--- src/rtl/game_over_square_object.sv ---
// Position and drop/blink/hold animation for the game-over icon, plus the registered
// per-pixel inside test and bitmap offsets that feed gameOverBitMap.
module game_over_square_object #(
  parameter int unsigned SCALE_SHIFT   = 2,
  parameter int unsigned TOP_LEFT_X    = 256,
  parameter int unsigned START_Y       = 0,
  parameter int unsigned TARGET_Y      = 176,
  parameter int unsigned DROP_SPEED    = 8,
  parameter int unsigned BLINK_FRAMES  = 15,
  parameter int unsigned BLINK_TOGGLES = 6
) (
  input  logic        clk,
  input  logic        resetN,
  input  logic        startOfFrame,
  input  logic [10:0] pixelX,
  input  logic [10:0] pixelY,
  input  logic        gameOver,
  input  logic        restart,
  output logic [10:0] offsetX,
  output logic [10:0] offsetY,
  output logic        InsideRectangle,
  output logic [10:0] topLeftY,
  output logic        animDone
);

  localparam int unsigned Side    = 32 << SCALE_SHIFT;
  localparam int unsigned FrameW  = (BLINK_FRAMES > 1) ? $clog2(BLINK_FRAMES) : 1;
  localparam int unsigned ToggleW = $clog2(BLINK_TOGGLES + 1);

  typedef enum logic [1:0] {StIdle, StDrop, StBlink, StHold} state_e;

  state_e              state_q, state_d;
  logic [10:0]         top_q, top_d;
  logic                visible_q, visible_d;
  logic [FrameW-1:0]   frame_q, frame_d;
  logic [ToggleW-1:0]  toggle_q, toggle_d;
  logic                game_over_q;
  logic [10:0]         offset_x_q, offset_x_d;
  logic [10:0]         offset_y_q, offset_y_d;
  logic                inside_q, inside_d;

  logic [11:0]         next_y;
  logic [11:0]         px12, py12, top12;
  logic [10:0]         dx, dy;
  logic                in_x, in_y;

  assign next_y = {1'b0, top_q} + 12'(DROP_SPEED);

  always_comb begin
    state_d   = state_q;
    top_d     = top_q;
    visible_d = visible_q;
    frame_d   = frame_q;
    toggle_d  = toggle_q;
    if (restart) begin
      state_d   = StIdle;
      visible_d = 1'b0;
      frame_d   = '0;
      toggle_d  = '0;
    end else begin
      unique case (state_q)
        StIdle: begin
          visible_d = 1'b0;
          if (gameOver && !game_over_q) begin
            state_d   = StDrop;
            top_d     = 11'(START_Y);
            visible_d = 1'b1;
          end
        end
        StDrop: begin
          if (startOfFrame) begin
            if (next_y >= 12'(TARGET_Y)) begin
              state_d   = StBlink;
              top_d     = 11'(TARGET_Y);
              frame_d   = '0;
              toggle_d  = '0;
              visible_d = 1'b1;
            end else begin
              top_d = next_y[10:0];
            end
          end
        end
        StBlink: begin
          if (startOfFrame) begin
            if (frame_q == FrameW'(BLINK_FRAMES - 1)) begin
              frame_d   = '0;
              visible_d = ~visible_q;
              toggle_d  = toggle_q + ToggleW'(1);
              if ((toggle_q + ToggleW'(1)) == ToggleW'(BLINK_TOGGLES)) begin
                state_d   = StHold;
                visible_d = 1'b1;
              end
            end else begin
              frame_d = frame_q + FrameW'(1);
            end
          end
        end
        StHold: visible_d = 1'b1;
        default: state_d = StIdle;
      endcase
    end
  end

  // 12-bit compares so the right-hand bounds cannot wrap near the screen edge.
  always_comb begin
    px12       = {1'b0, pixelX};
    py12       = {1'b0, pixelY};
    top12      = {1'b0, top_q};
    in_x       = (px12 >= 12'(TOP_LEFT_X)) && (px12 < 12'(TOP_LEFT_X + Side));
    in_y       = (py12 >= top12) && (py12 < (top12 + 12'(Side)));
    inside_d   = in_x && in_y && visible_q;
    dx         = pixelX - 11'(TOP_LEFT_X);
    dy         = pixelY - top_q;
    offset_x_d = inside_d ? (dx >> SCALE_SHIFT) : 11'd0;
    offset_y_d = inside_d ? (dy >> SCALE_SHIFT) : 11'd0;
  end

  always_ff @(posedge clk or negedge resetN) begin
    if (!resetN) begin
      state_q     <= StIdle;
      top_q       <= 11'(START_Y);
      visible_q   <= 1'b0;
      frame_q     <= '0;
      toggle_q    <= '0;
      game_over_q <= 1'b0;
      offset_x_q  <= '0;
      offset_y_q  <= '0;
      inside_q    <= 1'b0;
    end else begin
      state_q     <= state_d;
      top_q       <= top_d;
      visible_q   <= visible_d;
      frame_q     <= frame_d;
      toggle_q    <= toggle_d;
      game_over_q <= gameOver;
      offset_x_q  <= offset_x_d;
      offset_y_q  <= offset_y_d;
      inside_q    <= inside_d;
    end
  end

  assign offsetX         = offset_x_q;
  assign offsetY         = offset_y_q;
  assign InsideRectangle = inside_q;
  assign topLeftY        = top_q;
  assign animDone        = (state_q == StHold);

endmodule

--- config.mk ---
export PLATFORM = sky130hd
export DESIGN_NAME = game_over_square_object
export DESIGN_NICKNAME = d
export VERILOG_FILES = /design/src/rtl/game_over_square_object.sv
export SDC_FILE = /design/constraint.sdc
export NUM_CORES = 1
export LEC_CHECK = 0
export BUFFER_PORTS_ARGS = -buffer_cell sky130_fd_sc_hd__buf_2
export CORE_MARGIN = 4
export CORE_UTILIZATION = 50
export CTS_BUF_LIST = sky130_fd_sc_hd__clkbuf_16
export DETAILED_ROUTE_END_ITERATION = 8
export PLACE_DENSITY = 0.81
export SLEW_MARGIN = 5
export SYNTH_ARGS = -nofsm -noshare
export SYNTH_HDL_FRONTEND = slang
export SYNTH_SLANG_ARGS = --single-unit
--- constraint.sdc ---
create_clock -name clk -period 2.9 [get_ports clk]
set_clock_uncertainty 0.15 [all_clocks]
set_input_delay 0.725 -clock clk [delete_from_list [all_inputs] [get_ports clk]]
set_output_delay 0.725 -clock clk [all_outputs]
set_load 0.02 [all_outputs]
* Yosys cells after proc, flatten, opt, wreduce, memory -nomap -nowiden
Index checks and enable logic that the tools add are counted.
** Word-level totals
- Input bits :: 27
- Word-level logic and storage cells :: 84
- Register bits :: 41
** Operators by class
- Multiplexer cells :: 34
- Eq/ne operators :: 13
- Add/sub/neg operators :: 6
- Reductions and logical operators :: 15
- Magnitude comparators :: 5
- Bitwise logic cells :: 2
** Operators by type and width (count)
- 11-bit two-way mux :: 3
- 11-bit one-hot mux with 2 select lines :: 1
- 4-bit two-way mux :: 5
- 9-bit two-way mux :: 2
- 3-bit inequality test, second input constant :: 6
- 3-bit two-way mux :: 5
- 2-bit two-way mux :: 7
- 11-bit by 4-bit adder with 12-bit output, second input constant :: 1
- 11-bit by 8-bit adder with 12-bit output, second input constant :: 1
- 12-bit by 8-bit >= comparator with 1-bit output, second input constant :: 1
- 11-bit by 12-bit < comparator with 1-bit output :: 1
- 4-bit AND reduction :: 3
- 11-bit >= comparator :: 1
- 11-bit by 9-bit >= comparator with 1-bit output, second input constant :: 1
- 11-bit by 9-bit < comparator with 1-bit output, second input constant :: 1
- 11-bit subtractor :: 1
- 11-bit by 9-bit subtractor with 11-bit output, second input constant :: 1
- 4-bit one-hot mux with 2 select lines :: 1
- 1-bit two-way mux :: 7
- 7-bit AND reduction :: 1
- 2-bit one-hot mux with 3 select lines :: 1
- 3-bit one-hot mux with 2 select lines :: 1
- 1-bit logical AND :: 5
- 5-bit AND reduction :: 1
- 14 further kinds :: 17

* Logic depth before layout (Yosys ltp)
Gate-level depths: netlist of run 1.
- Depth in word-level cells :: 7
- Depth in mapped cells :: 9
- Depth with buffers taken out :: 8

* Worst setup path after synthesis of run 1
Ideal clock, no wire load.
- Path type :: input to register
- Start point :: input port pixelY[7]
- End point :: register offset_x_q[8] (netlist: offsetX[8])
- Buffers on the path :: 1
- Arrival time :: 2333 ps
- Setup time :: 141 ps
- Path slack :: 276 ps
- Required time :: 2609 ps
- Stages on the path :: 7
- Cell sequence :: ha_1 -> a21o_1 -> a21o_1 -> or2_1 -> a31oi_1 -> buf_2 -> nor3_1
** Between the ends
- Word-level cells in the longest chain between the ends :: 5
** RTL lines
- start, declared :: line 16 : input logic [10:0] pixelY,
- 11-bit by 12-bit < comparator with 1-bit output / 11-bit >= comparator (equally long branches) :: line 110 : in_y = (py12 >= top12) && (py12 < (top12 + 12'(Side)));
- 1-bit logical AND (*) :: line 110
- 1-bit logical AND (*) (2 in series) :: line 111 : inside_d = in_x && in_y && visible_q;
- 9-bit two-way mux (*) :: line 114 : offset_x_d = inside_d ? (dx >> SCALE_SHIFT) : 11'd0;
- net offset_x_d[8] :: line 38 : logic [10:0] offset_x_q, offset_x_d;
- end signal, assigned :: line 136 : offset_x_q <= offset_x_d;
- end, declared :: line 38
Mark *: on every way through the listed nets, which the timed path passes. The rest lies on a longest branch.
A chain may end at the register's enable or synchronous reset.

* Final worst setup path of run 1
- Start point :: register top_q[4] (netlist: topLeftY[4])
- End point :: register frame_q[1]
** Between the ends
- Word-level cells in the longest chain between the ends :: 4
** RTL lines
- start, declared :: line 33 : logic [10:0] top_q, top_d;
- start signal, assigned :: line 121 : top_q <= 11'(START_Y);
- start signal, assigned :: line 131 : top_q <= top_d;
- 11-bit by 4-bit adder with 12-bit output :: line 47 : assign next_y = {1'b0, top_q} + 12'(DROP_SPEED);
- 12-bit by 8-bit >= comparator with 1-bit output :: line 72 : if (next_y >= 12'(TARGET_Y)) begin
- 3-bit inequality test (no source line)
- 4-bit AND reduction (no source line)
- end signal, assigned :: line 133 : frame_q <= frame_d;
- end, declared :: line 35 : logic [FrameW-1:0] frame_q, frame_d;
Every way passes these cells.

==> impl_results.md, run 1 <==
* Status: completed
* Critical Path Max Stage Delay at 490 ps
* Placement Cell Area at 2850 um^2
* Tightest Pin Transition at 818 ps
* Placed Instances at 376
* Worst setup SP type: flip-flop
* Largest net degree at the start of global routing at 39
* Post-synthesis mux area share at 2.53%
* Die area at 6240 um^2
* DRC violations left at 0
* Fin. max-slew vios at 0
* Final wirelength at 5590 um
* Relative slew slack at 45.5%
* Post-route cell area at 2980 um^2
* H-Tree Depth at 2
* Antenna Cells at 0
* Setup CP Type: reg2reg
* Vias per inst at 5.45
* Cell Chain, Critical Path: ha_1, nand4_2, and4_1, o31a_4, a21oi_2, mux2_1
* Register share of total power at 35.1%
* Worst IR Drop VDD at 0.301 mV
* Clk pwr share at 28.3%
* WL/cell at 14.6 um
* Critical Path Source: topLeftY[4]$_DFFE_PN0P_
* Crit share post-route at 89.8%
* Initial antenna violation count at 0
* Worst EP arrival at 2620 ps
* PortBufs at 50
* # IOs at 62
* Worst r2r src: topLeftY[4]$_DFFE_PN0P_
* Syn Std Cell Area at 2520 um^2
* Final TNS setup at 0 ps
* Post-synthesis adder-cell area fraction at 11.4%
* Clock-pin slew on the worst setup and hold paths at 60 ps
* Nets@finish at 366
* Number of max-cap violations at 0
* Post-DP HPWL at 4060 um
* CTS Buf Count at 5
* Worst R2R Path Depth at 6
* M3 GR Usage at 4.20%
* Post-synth cell types at 60
* Commonest non-fill, non-tap cell in the layout: buf_2
* Commonest non-fill, non-tap cells in the layout: buf_2, dfrtp_1, ha_1, inv_1, nand2_1
* Register area share after synthesis at 37.7%
* Share of layout cells above drive strength 1 at 23.1%
* Vias in the first global route at 2061
* Later-pin clock latency in the skew report at 280 ps
* Met1 GRT Util at 24.1%
* Clk buf depth at 2
* Worst Path Max Fanout at 8
* Drt pass-1 iters at 4
* Yosys Warn Count at 0
* Largest family of logic cells by synthesized area: simple AND/OR/NAND/NOR gates
* DR iter-0 viols at 143
* Fin crit period at 2600 ps
* Number of synthesized flops with an enable pin at 0
* Fin cells at 383
* Final-layout fill cell count at 394
* Grt ovf at 0
* Vias at 2088
* Gate power share at 36.6%
* GRT met2 Usage at 32.2%
* First-pass GRT wire length at 9360 um
* Register bit total from synthesis at 38
* Crit path buf inv count at 0
* Worst EP required at 2910 ps
* Slowest cell on crit path: dfrtp_1
* Smallest hold slack at 370 ps
* Post-synthesis compound-gate area fraction at 18.8%
* NetSw at 0.636 mW
* Stages on worst setup path at 6
* Pleak at 1.50 nW
* CP delay by family, top: compound AO/OA/AOI/OAI gates
* Cell area power density at 596 nW/um^2
* Fin. Hold Viols at 0
* Die X at 79.0 um
* Post-synthesis simple-gate area fraction at 20.1%
* Die Y at 79.0 um
* Final number of setup-violating endpoints at 0
* Asr flop ratio synth at 100%
* Final Wtd Congestion at 0.879
* Hold Path Stages at 1
* Hold Path Class: reg2reg
* Hold_buf cts at 0
* GRT Util Overall at 18.9%
* Post-route ant nets at 0
* Syn Inst Count at 258
* Ys flop type: dfrtp_1
* Root buf cell: clkbuf_16
* Layout area overhead at 18.4%
* Grt peak-use layer: met2
* Hold path start: toggle_q[1]$_DFFE_PN0P_
* CORE AREA at 4820 um^2
* XOR/XNOR share of the synthesized area at 2.78%
* Final worst slack at 296 ps
* Mean Syn Cell Area at 9.77 um^2
* CTS sink count at 38
* DP Worst Slack at 67.1 ps
* Switching part of the total at 35.7%
* Post_cts resized at 0
* Endpoint class of the critical path: flip-flop
* CTS tree: done
* Cell Rows at 25
* Setup Buffers After CTS at 0
* RSZ-0062 raised after global routing: no
* Initial Util at 52.3%
* Max Freq at 384 MHz
* Int Pwr at 1.14 mW
logic make-up (layout without fill, tap and decap cells):
logic type / after synthesis / after routing
simple gates: 90 / 90
compound gates: 58 / 58
flops: 38 / 38
buf+inv: 34 / 84
fa+ha+maj: 23 / 23
xor+xnor: 8 / 8
mux: 6 / 6
other cells: 1 / 9
sequential cells by signal (all words and copies together), names as in the netlist:
signal and count:
offsetX 9, frame_q 4, toggle_q 3, visible_q 1
game_over_q 1, offsetY 9, topLeftY 8, InsideRectangle 1
state_q 2
routing by layer:
layer | wire length, um | share of wire, % | vias up
met4 | 62 | 1.1 | 0
met2 | 2700 | 48 | 63
met1 | 2490 | 45 | 986
met3 | 330 | 5.9 | 6
li1 | - | - | 1033
met5 | 0 | 0 | -
synth_stat cells, types with 2 or more instances:
master | n | area [um^2]
and3_1 | 2 | 12.5
mux2i_1 | 3 | 30.0
o21a_1 | 2 | 15.0
nor3b_1 | 8 | 60.1
xnor2_1 | 6 | 52.6
o41ai_1 | 2 | 17.5
o211ai_1 | 3 | 22.5
o21ai_0 | 4 | 20.0
a21oi_1 | 9 | 45.0
o21ai_1 | 8 | 40.0
nor2b_1 | 6 | 37.5
nor3_1 | 13 | 65.1
nand2b_1 | 4 | 25.0
mux2_1 | 3 | 33.8
nand2_1 | 15 | 56.3
a2111oi_0 | 2 | 17.5
nor2_1 | 11 | 41.3
dfrtp_1 | 38 | 951
and2_1 | 5 | 31.3
inv_1 | 20 | 75.1
a21o_1 | 5 | 37.5
a31oi_1 | 2 | 12.5
xor2_1 | 2 | 17.5
or3_1 | 3 | 18.8
buf_4 | 8 | 60.1
ha_1 | 23 | 288
nand3_1 | 11 | 55.1
and4_1 | 2 | 17.5
a211o_1 | 3 | 26.3
buf_2 | 5 | 25.0
cell type report:
cell class                      count  area (um^2)  area share (%)
Multi-Input combinational cell    194         1440            48.1
Sequential cell                    38          951            31.9
Timing Repair Buffer               57          303            10.2
Clock buffer                        5          125            4.19
Tap cell                           67         83.8            2.81
Inverter                           20         75.1            2.52
Clock inverter                      2         10.0           0.336
metrics by stage:
step	util, %	power, mW
after floorplan	-	1.11
after global placement	59.1	1.24
after detailed placement	59.1	1.26
after CTS	61.9	1.79
after global routing	61.9	1.89
final	61.9	1.78
final timing paths:
kind | end | slack [ps]
max | frame_q[1]$_DFFE_PN0P_ | 300
min | toggle_q[1]$_DFFE_PN0P_ | 370
max reg2reg | frame_q[1]$_DFFE_PN0P_ | 300
min reg2reg | toggle_q[1]$_DFFE_PN0P_ | 370
max in group asynchronous | offsetX[6]$_DFF_PN0_ | 1690
min in group asynchronous | topLeftY[10]$_DFFE_PN0P_ | 390
power by group through the flow:
| stage | registers (mW) | clock network [mW] | logic, mW |
|---|---|---|---|
| finish | 0.625 | 0.504 | 0.650 |
| global placement | 0.630 | 0 | 0.611 |
| floorplan | 0.648 | 0 | 0.458 |
| global route | 0.632 | 0.540 | 0.716 |
| CTS | 0.624 | 0.518 | 0.645 |
| detailed placement | 0.631 | 0 | 0.628 |
(Power assumes the default switching activity.)
==> run 2: changes to the inputs <==
--- a/config.mk
+++ b/config.mk
@@ -6,6 +6,7 @@
 export NUM_CORES = 1
 export LEC_CHECK = 0
 export BUFFER_PORTS_ARGS = -buffer_cell sky130_fd_sc_hd__buf_2
+export CORE_ASPECT_RATIO = 0.5
 export CORE_MARGIN = 4
 export CORE_UTILIZATION = 50
 export CTS_BUF_LIST = sky130_fd_sc_hd__clkbuf_16
==> impl_results.md, run 2 (synthesis results as in run 1) <==
* Status: completed
* Clk buf depth at 2 (unchanged)
* Die X at 108 um (+37%)
* Grt ovf at 0 (unchanged)
* Fin. max-slew vios at 0 (unchanged)
* DRC violations left at 0 (unchanged)
* Antenna Cells at 0 (unchanged)
* Met1 GRT Util at 24.8% (+0.66 points)
* Drt pass-1 iters at 4 (unchanged)
* Worst setup SP type: flip-flop
* Root buf cell: clkbuf_16
* Cell Rows at 17 (-32%)
* Worst EP required at 2930 ps (+20 ps)
* Worst EP arrival at 2700 ps (+80 ps)
* GRT Util Overall at 18.9% (about the same)
* Tightest Pin Transition at 855 ps (+37.5 ps)
* Hold_buf cts at 0 (unchanged)
* RSZ-0062 raised after global routing: no
* H-Tree Depth at 2 (unchanged)
* Clock-pin slew on the worst setup and hold paths at 60 ps (about the same)
* DR iter-0 viols at 83 (-42%)
* Grt peak-use layer: met2
* CTS tree: done
* GRT met2 Usage at 31.5% (-0.70 points)
* Layout area overhead at 20.6%
* Commonest non-fill, non-tap cells in the layout: buf_2, dfrtp_1, ha_1, inv_1, nand2_1
* Final core utilization at 65.8% (+3.9 points)
* Initial Util at 54.6% (+2.3 points)
* Placement Cell Area at 2840 um^2 (-0.31%)
* Initial antenna violation count at 0 (unchanged)
* Relative slew slack at 43.0% (-2.5 points)
* Nets@finish at 365 (-0.27%)
* Share of layout cells above drive strength 1 at 23.4% (+0.32 points)
* # IOs at 62 (unchanged)
* Vias in the first global route at 2039 (-1.1%)
* Vias at 2151 (+3.0%)
* Crit share post-route at 91.9% (+2.1 points)
* Vias per inst at 5.63 (+3.3%)
* Final wirelength at 5550 um (-0.66%)
* Pleak at 1.52 nW (+1.2%)
* Post-DP HPWL at 4150 um (+2.1%)
* DP Worst Slack at -20.5 ps (-87.6 ps)
* Hold Path Class: reg2reg
* M3 GR Usage at 3.67% (-0.52 points)
* Commonest non-fill, non-tap cell in the layout: buf_2
* CTS sink count at 38 (unchanged)
* Die area at 6310 um^2 (+1.1%)
* Max Freq at 375 MHz (-2.3%)
* Worst Path Max Fanout at 9 (+1)
* Final number of setup-violating endpoints at 0 (unchanged)
* Worst IR Drop VDD at 0.355 mV (+18%)
* CORE AREA at 4620 um^2 (-4.2%)
* Final worst slack at 234 ps (-61.9 ps)
* Endpoint class of the critical path: flip-flop
* Fin crit period at 2670 ps (+61.9 ps)
* PortBufs at 50 (unchanged)
* Cell area power density at 650 nW/um^2 (+9.1%)
* Post-route cell area at 3040 um^2 (+1.8%)
* Largest net degree at the start of global routing at 39 (unchanged)
* CTS Buf Count at 5 (unchanged)
* Smallest hold slack at 388 ps (+17.1 ps)
* Number of max-cap violations at 0 (unchanged)
* Fin. Hold Viols at 0 (unchanged)
* Final Wtd Congestion at 0.850 (-3.4%)
* WL/cell at 14.5 um (-0.40%)
* Post-route ant nets at 0 (unchanged)
* Later-pin clock latency in the skew report at 280 ps (about the same)
* Die Y at 58.2 um (-26%)
* Final TNS setup at 0 ps (unchanged)
* First-pass GRT wire length at 9470 um (+1.2%)
* Setup CP Type: reg2reg
-- run 2: cell types whose count changed in the layout (fill, tap and decap cells not counted) --
| cell | before | now |
|---|---|---|
| o21ai_1 | 8 | 7 |
| a2111oi_0 | 2 | 1 |
| clkinv_4 | 0 | 1 |
| bufinv_16 | 0 | 2 |
| o21ai_2 | 0 | 1 |
| buf_4 | 7 | 6 |
| clkinv_2 | 2 | 0 |
| a2111oi_1 | 0 | 1 |
-- run 2: what timing repair did --
item	4_1_cts	5_1_grt
endpoints found under the setup margin	0	11
buffers inserted	0	0
gates resized for setup	0	2
endpoints found under the hold margin	0	0
-- run 2: path summary, 6_finish.rpt --
kind                       slack, ps               startpoint                        to  depth (start not counted)
min reg2reg                      390  toggle_q[1]$_DFFE_PN0P_   toggle_q[1]$_DFFE_PN0P_                          1
max in group asynchronous       1660                   resetN      offsetY[3]$_DFF_PN0_                          1
min                              390  toggle_q[1]$_DFFE_PN0P_   toggle_q[1]$_DFFE_PN0P_                          1
min in group asynchronous        400                   resetN  topLeftY[10]$_DFFE_PN0P_                          1
max reg2reg                      230  topLeftY[3]$_DFFE_PN0P_      offsetY[0]$_DFF_PN0_                          8
max                              230  topLeftY[3]$_DFFE_PN0P_      offsetY[0]$_DFF_PN0_                          8
-- run 2: metal layers --
| metal | up-vias | part of all wire (%) |
|---|---|---|
| met3 | 7 | 4.9 |
| met1 | 1038 | 45 |
| met5 | - | 0 |
| met2 | 64 | 49 |
| met4 | 0 | 1.4 |
| li1 | 1042 | - |
-- run 2: cell type report --
cell class	instances	area, um^2
inverters	20	75.1
clock inverters	3	68.8
well taps	66	82.6
repair buffers	56	295
fillers	361	1580
flip-flops and latches	38	951
clock buffers	5	125
multi-input cells	194	1440
-- run 2: per-stage QoR --
stage | total power [mW] | cells
after floorplan | 1.11 | 266
after global placement | 1.22 | 374
after detailed placement | 1.25 | 374
after CTS | 1.97 | 382
after global routing | 2.09 | 382
final | 1.98 | 382
-- run 2: worst max-delay path, cell delays in order (launching register included) --
cell and delay (ps):
dfrtp_1 500, inv_1 90, ha_1 330, o21ai_1 230
a22oi_1 170, a2111oi_1 460, o21ai_2 190, buf_4 210
nor3b_1 240
-- run 2: report_power, final --
| part | switching [mW] | internal [mW] |
|---|---|---|
| clock network | 0.221 | 0.494 |
| registers | 0.0571 | 0.574 |
| logic | 0.376 | 0.254 |
==> run 3: changes to the inputs <==
--- a/config.mk
+++ b/config.mk
@@ -6,12 +6,14 @@
 export NUM_CORES = 1
 export LEC_CHECK = 0
 export BUFFER_PORTS_ARGS = -buffer_cell sky130_fd_sc_hd__buf_2
+export CELL_PAD_IN_SITES_DETAIL_PLACEMENT = 1
+export CELL_PAD_IN_SITES_GLOBAL_PLACEMENT = 1
 export CORE_ASPECT_RATIO = 0.5
 export CORE_MARGIN = 4
-export CORE_UTILIZATION = 50
+export CORE_UTILIZATION = 41
 export CTS_BUF_LIST = sky130_fd_sc_hd__clkbuf_16
 export DETAILED_ROUTE_END_ITERATION = 8
-export PLACE_DENSITY = 0.81
+export PLACE_DENSITY = 0.86
 export SLEW_MARGIN = 5
 export SYNTH_ARGS = -nofsm -noshare
 export SYNTH_HDL_FRONTEND = slang
==> impl_results.md, run 3 (synthesis results as in run 1) <==
* Status: completed
* Critical Path Max Stage Delay at 510 ps (about the same)
* Share of layout cells above drive strength 1 at 24.2% (+0.80 points)
* Worst R2R Path Depth at 6 (-2)
* CORE AREA at 5710 um^2 (+24%)
* Nets@finish at 369 (+1.1%)
* H-Tree Depth at 2 (unchanged)
* Setup CP Type: reg2reg
* Post-route ant nets at 0 (unchanged)
* Cell area power density at 614 nW/um^2 (-5.6%)
* Worst setup SP type: flip-flop
* Worst IR Drop VDD at 0.296 mV (-16%)
* Commonest non-fill, non-tap cells in the layout: buf_2, dfrtp_1, ha_1, inv_1, nand2_1
* End point of the critical path: frame_q[3]$_DFFE_PN0P_
* Worst EP arrival at 2720 ps (+20 ps)
* Commonest non-fill, non-tap cell in the layout: buf_2
* Antenna Cells at 0 (unchanged)
* Die Y at 63.4 um (+9.0%)
* Fin. Hold Viols at 0 (unchanged)
* # IOs at 62 (unchanged)
* Max Freq at 369 MHz (-1.6%)
* Grt peak-use layer: met2
* Initial antenna violation count at 0 (unchanged)
* Worst Path Max Fanout at 9 (unchanged)
* CTS sink count at 38 (unchanged)
* Layout area overhead at 20.3%
* Final number of setup-violating endpoints at 0 (unchanged)
* Critical Path Source: topLeftY[3]$_DFFE_PN0P_
* Root buf cell: clkbuf_16
* Pleak at 1.51 nW (-0.75%)
* Vias at 2252 (+4.7%)
* Hold_buf cts at 0 (unchanged)
* First-pass GRT wire length at 12700 um (+35%)
* Hold Path Class: reg2reg
* Final Wtd Congestion at 0.828 (-2.5%)
* Vias in the first global route at 2503 (+23%)
* Clock-pin slew on the worst setup and hold paths at 50 ps (about the same)
* Vias per inst at 5.76 (+2.3%)
* Worst r2r src: topLeftY[3]$_DFFE_PN0P_
* Drt pass-1 iters at 4 (unchanged)
* Post-DP HPWL at 5330 um (+29%)
* Die area at 7540 um^2 (+20%)
* Clk buf depth at 2 (unchanged)
* Largest net degree at the start of global routing at 39 (unchanged)
* Later-pin clock latency in the skew report at 280 ps (about the same)
* DR iter-0 viols at 129 (+55%)
* Relative slew slack at 40.3% (-2.7 points)
* M3 GR Usage at 4.56% (+0.89 points)
* Worst EP required at 2910 ps (-20 ps)
* Cell Chain, Critical Path: ha_1, nand4_2, and4_1, o31ai_4, o21ai_1, a211o_1
* Tightest Pin Transition at 895 ps (+39.8 ps)
* Final core utilization at 53.1% (-13 points)
* Die X at 119 um (+9.7%)
* WL/cell at 20.5 um (+41%)
* Crit share post-route at 93.4% (+1.5 points)
* Endpoint class of the critical path: flip-flop
* Placement Cell Area at 2880 um^2 (+1.4%)
* Fin. max-slew vios at 0 (unchanged)
* Number of max-cap violations at 0 (unchanged)
* GRT Util Overall at 21.4% (+2.4 points)
* DRC violations left at 0 (unchanged)
* Met1 GRT Util at 23.8% (-1.0 points)
* R2r endpoint: frame_q[3]$_DFFE_PN0P_
* CTS tree: done
* Post-route cell area at 3030 um^2 (-0.25%)
* Cell Rows at 19 (+2)
* CP delay by family, top: compound AO/OA/AOI/OAI gates
* Stages on worst setup path at 6 (-2)
* Slowest cell on crit path: dfrtp_1
* GRT met2 Usage at 39.7% (+8.2 points)
* Worst reg-to-reg setup slack at 190 ps (-40 ps)
* Initial Util at 44.2% (-10 points)
* PortBufs at 50 (unchanged)
* Final wirelength at 8020 um (+44%)
* CTS Buf Count at 5 (unchanged)
* RSZ-0062 raised after global routing: no
* Fin crit period at 2710 ps (+43.2 ps)
* Crit path buf inv count at 0 (-2)
* Grt ovf at 0 (unchanged)
* Smallest hold slack at 385 ps (-2.73 ps)
[run 3: worst min-delay path by stage]
stage / startpoint / endpoint / slack [ps] / cells past startpoint
6_report: toggle_q[1]$_DFFE_PN0P_ / toggle_q[1]$_DFFE_PN0P_ / 380 / 1
4_1_cts: toggle_q[1]$_DFFE_PN0P_ / toggle_q[1]$_DFFE_PN0P_ / 390 / 1
3_3_place_gp: toggle_q[1]$_DFFE_PN0P_ / toggle_q[1]$_DFFE_PN0P_ / 350 / 1
5_1_grt: toggle_q[1]$_DFFE_PN0P_ / toggle_q[1]$_DFFE_PN0P_ / 410 / 1
3_5_place_dp: toggle_q[1]$_DFFE_PN0P_ / toggle_q[1]$_DFFE_PN0P_ / 370 / 1
2_1_floorplan: resetN / InsideRectangle$_DFF_PN0_ / 280 / 0
[run 3: where the power goes]
part           switching (mW)  internal, mW
logic                   0.438         0.280
clock network           0.203         0.306
registers              0.0602         0.574
total                   0.701          1.16
[run 3: layout make-up]
| cell class | instances | area, um^2 |
|---|---|---|
| Clock buffer | 5 | 125 |
| Fill cell | 662 | 2680 |
| Inverter | 20 | 75.1 |
| Tap cell | 73 | 91.3 |
| Clock inverter | 1 | 3.75 |
| Multi-Input combinational cell | 194 | 1460 |
| Timing Repair Buffer | 60 | 325 |
| Sequential cell | 38 | 952 |
[run 3: stage by stage]
| stage | power [mW] | instances | setup WS, ps | setup TNS, ps |
|---|---|---|---|---|
| 2_1_floorplan | 1.11 | 266 | 276 | 0 |
| 3_3_place_gp | 1.26 | 385 | 123 | 0 |
| 3_5_place_dp | 1.31 | 385 | -96.1 | -702 |
| 4_1_cts | 1.85 | 391 | 46.3 | 0 |
| 5_1_grt | 1.97 | 391 | 41.2 | 0 |
| 6_report | 1.86 | 391 | 191 | 0 |
[run 3: routing by layer]
metal,wire length (um),vias to the layer above
met1,3210,1121
met4,194,0
met3,398,19
met5,0,-
met2,4210,72
li1,-,1040
[run 3: what timing repair did]
item | 4_1_cts | 5_1_grt
resized for setup | 2 | 3
setup buffers | 0 | 0
endpoints found under the setup margin | 17 | 13
